==> config.mk <==
export PLATFORM = sky130hd
export DESIGN_NAME = shadowmask_loader_flat
export DESIGN_NICKNAME = d
export VERILOG_FILES = /design/src/rtl/shadowmask_loader_if.sv /design/src/rtl/shadowmask_loader.sv /design/src/flat_wrapper.sv
export SDC_FILE = /design/constraint.sdc
export NUM_CORES = 1
export LEC_CHECK = 0
export CAP_MARGIN = 20
export CORE_UTILIZATION = 40
export DETAILED_ROUTE_END_ITERATION = 8
export PLACE_DENSITY = 0.59
export SYNTH_ARGS = -nofsm -noshare
export SYNTH_HDL_FRONTEND = slang
export SYNTH_SLANG_ARGS = --single-unit
==> constraint.sdc <==
create_clock -name clk_sys -period 4 [get_ports clk_sys]
set_clock_uncertainty 0.15 [all_clocks]
set_input_delay 1.2 -clock clk_sys [delete_from_list [all_inputs] [get_ports clk_sys]]
set_output_delay 1.2 -clock clk_sys [all_outputs]
set_load 0.1 [all_outputs]
==> src/rtl/shadowmask_loader_if.sv <==
// Host request, mask ROM and shadowmask command-port signals of the shadowmask loader.
// Strobes (load_req, cfg_update, rom_rd, cmd_wr, done) are single-cycle pulses; there is no backpressure.
interface shadowmask_loader_if #(
   parameter int SLOT_W     = 3,
   parameter int SLOT_SHIFT = 9
);
   logic                         load_req;
   logic [SLOT_W-1:0]            load_slot;
   logic                         cfg_update;
   logic                         mask_enable;
   logic                         mask_rotate;
   logic                         mask_2x;
   logic [SLOT_W+SLOT_SHIFT-1:0] rom_addr;
   logic                         rom_rd;
   logic [15:0]                  rom_data;
   logic                         cmd_wr;
   logic [15:0]                  cmd_out;
   logic                         busy;
   logic                         done;
   logic                         err;
   logic [3:0]                   dbg_state;

   modport master (
      output load_req, load_slot, cfg_update, mask_enable, mask_rotate, mask_2x, rom_data,
      input  rom_addr, rom_rd, cmd_wr, cmd_out, busy, done, err, dbg_state
   );

   modport slave (
      input  load_req, load_slot, cfg_update, mask_enable, mask_rotate, mask_2x, rom_data,
      output rom_addr, rom_rd, cmd_wr, cmd_out, busy, done, err, dbg_state
   );
endinterface

==> src/rtl/shadowmask_loader.sv <==
// Replays a ROM-stored mask definition as the mode/vmax/hmax/LUT command stream of the shadowmask,
// and re-sends the mode command alone when runtime mask settings change.
module shadowmask_loader #(
   parameter int SLOT_W     = 3,
   parameter int SLOT_SHIFT = 9,
   parameter int CMD_GAP    = 4
) (
   input  logic              clk_sys,
   input  logic              reset,
   shadowmask_loader_if.slave bus
);
   localparam int AW = SLOT_W + SLOT_SHIFT;
   localparam logic [3:0] GAP_RELOAD = 4'(CMD_GAP - 1);

   typedef enum logic [3:0] {IDLE, HDR0, HDR1, MODE, VMAX, HMAX, LUT, FIN, CFG} state_t;

   state_t            state_q, state_d;
   logic [3:0]        gap_q, gap_d;
   logic [SLOT_W-1:0] slot_q, slot_d;
   logic [3:0]        vmax_q, vmax_d, hmax_q, hmax_d;
   logic [8:0]        n_q, n_d, lut_cnt_q, lut_cnt_d;
   logic [10:0]       entry_q, entry_d;
   logic              rd_dly_q, rd_dly_d;
   logic              pending_q, pending_d;
   logic [AW-1:0]     rom_addr_q, rom_addr_d;
   logic              rom_rd_q, rom_rd_d;
   logic              cmd_wr_q, cmd_wr_d;
   logic [15:0]       cmd_out_q, cmd_out_d;
   logic              busy_q, busy_d, done_q, done_d, err_q, err_d;

   logic [15:0]           mode_word;
   logic [10:0]           lut_word;
   logic [SLOT_SHIFT-1:0] lut_off;
   logic [8:0]            hdr_n;
   logic                  gap_zero;
   logic                  unused_rom_hi;

   assign mode_word     = {12'b0, bus.mask_enable, bus.mask_rotate, bus.mask_2x, 1'b0};
   // rd_dly_q marks the cycle rom_data holds the word read last cycle; use it directly or the held copy.
   assign lut_word      = rd_dly_q ? bus.rom_data[10:0] : entry_q;
   assign lut_off       = SLOT_SHIFT'(lut_cnt_q + 9'd2);
   assign hdr_n         = bus.rom_data[8:0];
   assign gap_zero      = (gap_q == 4'd0);
   assign unused_rom_hi = |bus.rom_data[15:11];

   always_ff @(posedge clk_sys or posedge reset) begin
      if (reset) begin
         state_q    <= IDLE;
         gap_q      <= '0;
         slot_q     <= '0;
         vmax_q     <= '0;
         hmax_q     <= '0;
         n_q        <= '0;
         lut_cnt_q  <= '0;
         entry_q    <= '0;
         rd_dly_q   <= 1'b0;
         pending_q  <= 1'b0;
         rom_addr_q <= '0;
         rom_rd_q   <= 1'b0;
         cmd_wr_q   <= 1'b0;
         cmd_out_q  <= '0;
         busy_q     <= 1'b0;
         done_q     <= 1'b0;
         err_q      <= 1'b0;
      end else begin
         state_q    <= state_d;
         gap_q      <= gap_d;
         slot_q     <= slot_d;
         vmax_q     <= vmax_d;
         hmax_q     <= hmax_d;
         n_q        <= n_d;
         lut_cnt_q  <= lut_cnt_d;
         entry_q    <= entry_d;
         rd_dly_q   <= rd_dly_d;
         pending_q  <= pending_d;
         rom_addr_q <= rom_addr_d;
         rom_rd_q   <= rom_rd_d;
         cmd_wr_q   <= cmd_wr_d;
         cmd_out_q  <= cmd_out_d;
         busy_q     <= busy_d;
         done_q     <= done_d;
         err_q      <= err_d;
      end
   end

   always_comb begin
      state_d    = state_q;
      gap_d      = gap_q;
      slot_d     = slot_q;
      vmax_d     = vmax_q;
      hmax_d     = hmax_q;
      n_d        = n_q;
      lut_cnt_d  = lut_cnt_q;
      entry_d    = rd_dly_q ? bus.rom_data[10:0] : entry_q;
      rd_dly_d   = rom_rd_q;
      pending_d  = pending_q | (bus.cfg_update && state_q != IDLE && state_q != CFG);
      rom_addr_d = rom_addr_q;
      rom_rd_d   = 1'b0;
      cmd_wr_d   = 1'b0;
      cmd_out_d  = cmd_out_q;
      busy_d     = (state_q != IDLE);
      done_d     = 1'b0;
      err_d      = err_q;

      case (state_q)
         IDLE: begin
            // busy_q can still be high for the cycle after a lone mode command; requests then are dropped.
            if (!busy_q && bus.load_req) begin
               state_d    = HDR0;
               busy_d     = 1'b1;
               err_d      = 1'b0;
               pending_d  = 1'b0;
               slot_d     = bus.load_slot;
               lut_cnt_d  = '0;
               rom_rd_d   = 1'b1;
               rom_addr_d = {bus.load_slot, {SLOT_SHIFT{1'b0}}};
            end else if (!busy_q && bus.cfg_update) begin
               state_d = CFG;
               busy_d  = 1'b1;
               gap_d   = '0;
            end
         end
         HDR0: begin
            rom_rd_d   = 1'b1;
            rom_addr_d = {slot_q, SLOT_SHIFT'(1)};
            state_d    = HDR1;
         end
         HDR1: begin
            vmax_d  = bus.rom_data[7:4];
            hmax_d  = bus.rom_data[3:0];
            state_d = MODE;
         end
         MODE: begin
            if (hdr_n == 9'd0) begin
               n_d   = '0;
               err_d = 1'b1;
            end else if (hdr_n > 9'd256) begin
               n_d   = 9'd256;
               err_d = 1'b1;
            end else begin
               n_d = hdr_n;
            end
            cmd_wr_d  = 1'b1;
            cmd_out_d = mode_word;
            gap_d     = GAP_RELOAD;
            state_d   = VMAX;
         end
         VMAX: begin
            if (gap_zero) begin
               cmd_wr_d  = 1'b1;
               cmd_out_d = {3'b001, 9'b0, vmax_q};
               gap_d     = GAP_RELOAD;
               state_d   = HMAX;
            end else begin
               gap_d = gap_q - 4'd1;
            end
         end
         HMAX: begin
            if (gap_zero) begin
               cmd_wr_d  = 1'b1;
               cmd_out_d = {3'b010, 9'b0, hmax_q};
               gap_d     = GAP_RELOAD;
               state_d   = (n_q == 9'd0) ? FIN : LUT;
            end else begin
               gap_d = gap_q - 4'd1;
            end
         end
         LUT: begin
            if (gap_zero) begin
               cmd_wr_d  = 1'b1;
               cmd_out_d = {5'b01100, lut_word};
               gap_d     = GAP_RELOAD;
               lut_cnt_d = lut_cnt_q + 9'd1;
               if (lut_cnt_q + 9'd1 == n_q) state_d = FIN;
            end else begin
               gap_d = gap_q - 4'd1;
               // Fetch the next entry the cycle after the previous command, CMD_GAP-1 ahead of its use.
               if (gap_q == GAP_RELOAD) begin
                  rom_rd_d   = 1'b1;
                  rom_addr_d = {slot_q, lut_off};
               end
            end
         end
         FIN: begin
            if (gap_zero) begin
               done_d    = 1'b1;
               pending_d = 1'b0;
               if (pending_q || bus.cfg_update) begin
                  state_d = CFG;
                  gap_d   = GAP_RELOAD;
                  busy_d  = 1'b1;
               end else begin
                  state_d = IDLE;
                  busy_d  = 1'b0;
               end
            end else begin
               gap_d = gap_q - 4'd1;
            end
         end
         CFG: begin
            if (gap_zero) begin
               cmd_wr_d  = 1'b1;
               cmd_out_d = mode_word;
               busy_d    = 1'b1;
               state_d   = IDLE;
            end else begin
               gap_d = gap_q - 4'd1;
            end
         end
         default: state_d = IDLE;
      endcase
   end

   assign bus.rom_addr  = rom_addr_q;
   assign bus.rom_rd    = rom_rd_q;
   assign bus.cmd_wr    = cmd_wr_q;
   assign bus.cmd_out   = cmd_out_q;
   assign bus.busy      = busy_q;
   assign bus.done      = done_q;
   assign bus.err       = err_q;
   assign bus.dbg_state = state_q;
endmodule

==> src/flat_wrapper.sv <==
// flat-port wrapper written by rule: the top's interface ports become plain ports
module shadowmask_loader_flat 
#(
   parameter int SLOT_W     = 3,
   parameter int SLOT_SHIFT = 9,
   parameter int CMD_GAP    = 4
)
  (clk_sys, reset, bus_load_req, bus_load_slot, bus_cfg_update, bus_mask_enable, bus_mask_rotate, bus_mask_2x, bus_rom_data, bus_rom_addr, bus_rom_rd, bus_cmd_wr, bus_cmd_out, bus_busy, bus_done, bus_err, bus_dbg_state);
  shadowmask_loader_if #(.SLOT_W(SLOT_W), .SLOT_SHIFT(SLOT_SHIFT)) bus_i ();
  input  logic clk_sys;
  input  logic reset;
  input wire logic [$bits(bus_i.load_req)-1:0] bus_load_req;
  input wire logic [$bits(bus_i.load_slot)-1:0] bus_load_slot;
  input wire logic [$bits(bus_i.cfg_update)-1:0] bus_cfg_update;
  input wire logic [$bits(bus_i.mask_enable)-1:0] bus_mask_enable;
  input wire logic [$bits(bus_i.mask_rotate)-1:0] bus_mask_rotate;
  input wire logic [$bits(bus_i.mask_2x)-1:0] bus_mask_2x;
  input wire logic [$bits(bus_i.rom_data)-1:0] bus_rom_data;
  output wire logic [$bits(bus_i.rom_addr)-1:0] bus_rom_addr;
  output wire logic [$bits(bus_i.rom_rd)-1:0] bus_rom_rd;
  output wire logic [$bits(bus_i.cmd_wr)-1:0] bus_cmd_wr;
  output wire logic [$bits(bus_i.cmd_out)-1:0] bus_cmd_out;
  output wire logic [$bits(bus_i.busy)-1:0] bus_busy;
  output wire logic [$bits(bus_i.done)-1:0] bus_done;
  output wire logic [$bits(bus_i.err)-1:0] bus_err;
  output wire logic [$bits(bus_i.dbg_state)-1:0] bus_dbg_state;
  assign bus_i.load_req = bus_load_req;
  assign bus_i.load_slot = bus_load_slot;
  assign bus_i.cfg_update = bus_cfg_update;
  assign bus_i.mask_enable = bus_mask_enable;
  assign bus_i.mask_rotate = bus_mask_rotate;
  assign bus_i.mask_2x = bus_mask_2x;
  assign bus_i.rom_data = bus_rom_data;
  assign bus_rom_addr = bus_i.rom_addr;
  assign bus_rom_rd = bus_i.rom_rd;
  assign bus_cmd_wr = bus_i.cmd_wr;
  assign bus_cmd_out = bus_i.cmd_out;
  assign bus_busy = bus_i.busy;
  assign bus_done = bus_i.done;
  assign bus_err = bus_i.err;
  assign bus_dbg_state = bus_i.dbg_state;
  shadowmask_loader #(.SLOT_W(SLOT_W), .SLOT_SHIFT(SLOT_SHIFT), .CMD_GAP(CMD_GAP)) u_core (.clk_sys(clk_sys), .reset(reset), .bus(bus_i));
endmodule
* Word level (Yosys, flattened, before mapping)
Cells that the tools add are included.
** Storage, ports and cells
- Logic and storage cells :: 126
- Output and inout bits :: 37
- Flip-flop bits (word level) :: 83
** Cells by class
- Bitwise gates (word level) :: 1
- Muxes and demuxes :: 53
- Add/subtract/negate cells :: 3
- Reduce and logical (&&, ||, !) cells :: 25
- Equal/unequal tests :: 26
- Order comparisons :: 1
** Operator list (number)
- $pmux W16 S5 :: 1
- $mux W16 :: 4
- $mux W4 :: 15
- $mux W12 :: 3
- $mux W9 :: 4
- $pmux W12 S3 :: 1
- $pmux W4 S9 :: 1
- $pmux W4 S5 :: 1
- $logic_not A9 Y1 :: 2
- $ne A2 B1 Y1 const B :: 9
- $pmux W9 S2 :: 1
- $eq A4 B3 Y1 const B :: 4
- $mux W1 :: 16
- $eq A4 B2 Y1 const B :: 3
- $mux W11 :: 1
- $reduce_and A5 Y1 :: 2
- $reduce_bool A5 Y1 :: 2
- $add A9 B1 Y9 const B :: 1
- $add A9 B2 Y9 const B :: 1
- $eq A9 B9 Y1 :: 1
- $gt A9 B9 Y1 const B :: 1
- $logic_not A4 Y1 :: 2
- $reduce_and A7 Y1 :: 1
- $ne A2 B2 Y1 const B :: 3
- other kinds (20) :: 29

* Depth between registers and ports, before layout
- Depth after elaboration :: 6
- Gate-level depth with buffers :: 9
- Mapped depth without buffers :: 7

* Worst setup path after synthesis
Ideal clock, no wire load.
- Path kind :: input port to flip-flop
- Start :: input port bus_rom_data[1]
- End :: register u_core.err_q (netlist: u_core.bus.err)
- Setup slack :: 1.356 ns
- Required time :: 3.783 ns
- Data arrival time :: 2.427 ns
- Cell stages on the path :: 5
- Setup time :: 0.067 ns
- Buffers on the path :: 0
- Path through :: or4_1 or3_1 a21oi_1 o211a_1 o21a_1
** On the way
- Cells in the longest elaborated chain, start to end :: 3
- Elaborated cells between the ends (all ways) :: 6
- Classes of those cells :: order compare: 1; eq/ne: 1; mux: 2; reduce/logical: 2
** RTL lines
- start, declared :: RTL line flat_wrapper.sv:18 : input wire logic [$bits(bus_i.rom_data)-1:0] bus_rom_data;
- $gt A9 B9 Y1 or $logic_not A9 Y1 (tied branches) :: RTL line shadowmask_loader.sv:137, shadowmask_loader.sv:134
- $ne A3 B1 Y1 (no source line) or $mux W1 (tied branches)
- $reduce_and A3 Y1 (no source line) or $pmux W1 S2 (tied branches)
- end signal, assigned :: RTL line shadowmask_loader.sv:82 : err_q <= err_d;
- end, declared :: RTL line shadowmask_loader.sv:29 : logic busy_q, busy_d, done_q, done_d, err_q, err_d;
Parallel ways exist; a longest one is shown, timed or not.
A chain may end at the register's enable or synchronous reset.

* Worst setup path after layout
- Start :: input port bus_rom_data[0]
- End :: register u_core.err_q (netlist: u_core.bus.err)
The elaborated chain is that of the path after synthesis.

==> flow_metrics.tcl <==
set metrics [dict create \
    status "finished clean" \
    synth_commonest_cells "dfrtp_1 (80), nand2_1 (61), o21ai_1 (40), nor2_1 (20)" \
    clock-root-buffer "clkbuf_8" \
    hold_buffers 0 \
    setup_slack_ps 998.1 \
    clkPwrFrac_pct 15.4 \
    worst_setup_path_start_kind "input pin" \
    synth.area.top_cells "dfrtp_1 (48%), nand2_1 (5.5%), o21ai_1 (4.8%)" \
    swShare_pct 49.92 \
    numCtsBuffers 9 \
    setup_viol 0 \
    synthesis.area_um2 4165 \
    grt.busiest_layer "met2" \
    dp_hpwl_um 7037 \
    end_kind "register" \
    slew_headroom_pct 33.83 \
    synthArstFlopShare_pct 100.0 \
    first_global_vias 3285 \
    gp_congestion 0.8418 \
    die_area_um2 10830 \
    ioPinCount 63 \
    pre_cts_ws_ps 670.1 \
    drt_iter0_drc 122 \
    firstDrtPassIters 6 \
    cts_tree "yes" \
    num_vias 3265 \
    die_w_um 104.0 \
    met1_usage_pct 24.65 \
    grt_max_degree 43 \
    clkSlewWorstSetupHoldPaths_ps 80 \
    yosysUniqueCellTypes 63 \
    port_buffers 54 \
    worst_slew_pin_slew_ps 986.7 \
    finalHoldViolCount 0 \
    min_period_ps 3002 \
    comb_power_share_pct 51.2 \
    dieHeight_um 104.0 \
    grt_pass1_wl_um 16170 \
    min_path_type "reg2reg" \
    synth_most_common_cell "dfrtp_1" \
    finalSetupTns_ps 0 \
    drt-total-wl_um 9541 \
    antenna_left 0 \
    slew_viol_final 0 \
    drive_gt1_share_pct 15.63 \
    grt_usage_pct 18.63 \
    initial_core_util_pct 41.84 \
    yosysTopAreaCellShare_pct 48.06 \
    synth_top_cell_by_area "dfrtp_1" \
    drcViolationCount 0 \
    hold-worst-slack_ps 243.0 \
    finalCritPeriodShare_pct 75.05 \
    ir_drop_mv 0.5809 \
    p_sw_mw 2.319 \
    path_max_fanout 4 \
    seq_area_frac_synth_pct 48.06 \
    path_class "in2reg" \
    avgSynthCellArea_um2 9.687 \
    area_growth_pct 19.19 \
    fin_nets 506 \
    use_met2_pct 30.43 \
    core_area_um2 9955 \
    grt_use_met3_pct 3.446 \
    ys_ff_latch 80 \
    clk_latency_ps 350 \
    synth_ff_type "dfrtp_1" \
    cp.required_ps 4130 \
    pwr-share-seq_pct 33.3 \
    drv_cap 0 \
    yosysWarnings 0 \
    ctsResizeCount 0 \
    syn_inst 430 \
    htreeDepth 3 \
    post_cts_buffers 0 \
    synth-edff-count 0 \
    power_mw 4.645 \
    rows 36 \
    cellPowerDensity_nw_per_um2 935.5 \
    overflow 0 \
    rsz0062_at_grt "false" \
    vias_per_cell 5.326 \
    arrival_ps 3140 \
    clockBufferDepth 2 \
    cts.sinks 80 \
    wl_per_cell_um 15.56 \
    antenna_found_initial 0 \
    p_leak_nw 2.143 \
    fmax_mhz 333.1 \
    antennaDiodeCount 0 \
    internal_power_mw 2.326 \
]
## cells in the final DEF (no fill, tap or decap), drive strengths merged, types with 4 or more instances in the layout
cell type,count
a21oi,14
buf,40
clkbuf,9
clkdlybuf4s50,20
dfrtp,80
ha,5
inv,12
mux2,24
mux2i,7
nand2,61
nand2b,12
nand3,10
nand4,6
nor2,20
nor2b,6
nor3,6
nor4,6
o21ai,49
o22ai,4
o31ai,9
or3,4
xnor2,7
xor2,6
## power groups by stage
stage	Sequential [mW]	Combinational [mW]	Clock, mW
2_1_floorplan	2.15	1.25	0
3_3_place_gp	1.55	2.37	0
3_5_place_dp	1.56	2.40	0
4_1_cts	1.54	2.40	0.730
5_1_grt	1.61	2.57	0.761
6_report	1.55	2.38	0.717
## final timing paths
kind,startpoint,to,slack [ps],cells past startpoint
worst max-delay path,bus_rom_data[0],u_core.bus.err,1000,6
worst min-delay path,u_core.bus.rom_rd,u_core.rd_dly_q,240,0
worst max register to register,u_core.bus.dbg_state[3],u_core.bus.cmd_wr,1290,5
worst min register to register,u_core.bus.rom_rd,u_core.rd_dly_q,240,0
max in group asynchronous,reset,u_core.hmax_q[0],1960,3
min in group asynchronous,reset,u_core.n_q[6],1110,2
## metal layers
metal	share of wire (%)	wire length, um	vias to the layer above
met1	48	4602	1552
li1	-	-	1613
met3	3.8	367	17
met4	1.9	179	0
met5	0	0	-
met2	46	4391	83
## cell type report
type                       instances  area [um2]
clock buffer                       9       123.9
clock inverter                     7       118.9
fill                             933        4990
inverter                          12       46.29
multi-input combinational        312        1994
sequential                        80        2002
tap                              133       166.4
timing repair buffer              60       513.0
## registers in the layout (all words and copies together), names as in the netlist, 3 cells and up
| signal | cells |
|---|---|
| u_core.bus.cmd_out | 13 |
| u_core.bus.rom_addr | 12 |
| u_core.entry_q | 11 |
| u_core.lut_cnt_q | 9 |
| u_core.n_q | 9 |
| u_core.bus.dbg_state | 4 |
| u_core.gap_q | 4 |
| u_core.hmax_q | 4 |
| u_core.vmax_q | 4 |
| u_core.slot_q | 3 |
## metrics by stage
stage | utilization, % | cell area, um2 | cells
after floorplan | - | 4173 | 432
after global placement | 47.44 | 4722 | 597
after detailed placement | 47.44 | 4722 | 597
after CTS | 49.87 | 4965 | 613
after global routing | 49.87 | 4965 | 613
final | 49.87 | 4965 | 613
## worst max-delay path, cell delays in order
cell,delay [ps]
clkdlybuf4s50_1,500
or4_1,570
or3_1,380
a21oi_1,220
o211a_1,170
o21a_1,100
## logic make-up (layout without fill, tap and decap cells)
family	Yosys count	count (layout)	synth area share, %
other	1	3	0.09003
AO/OA/AOI/OAI	105	105	15.65
flip-flops	80	80	48.06
XOR/XNOR	13	13	2.734
multiplexers	31	31	8.171
buffers and inverters	40	88	4.326
AND/OR/NAND/NOR	155	155	19.47
adder cells (fa/ha/maj)	5	5	1.502
Note: power is estimated with default switching activity, not from simulation.
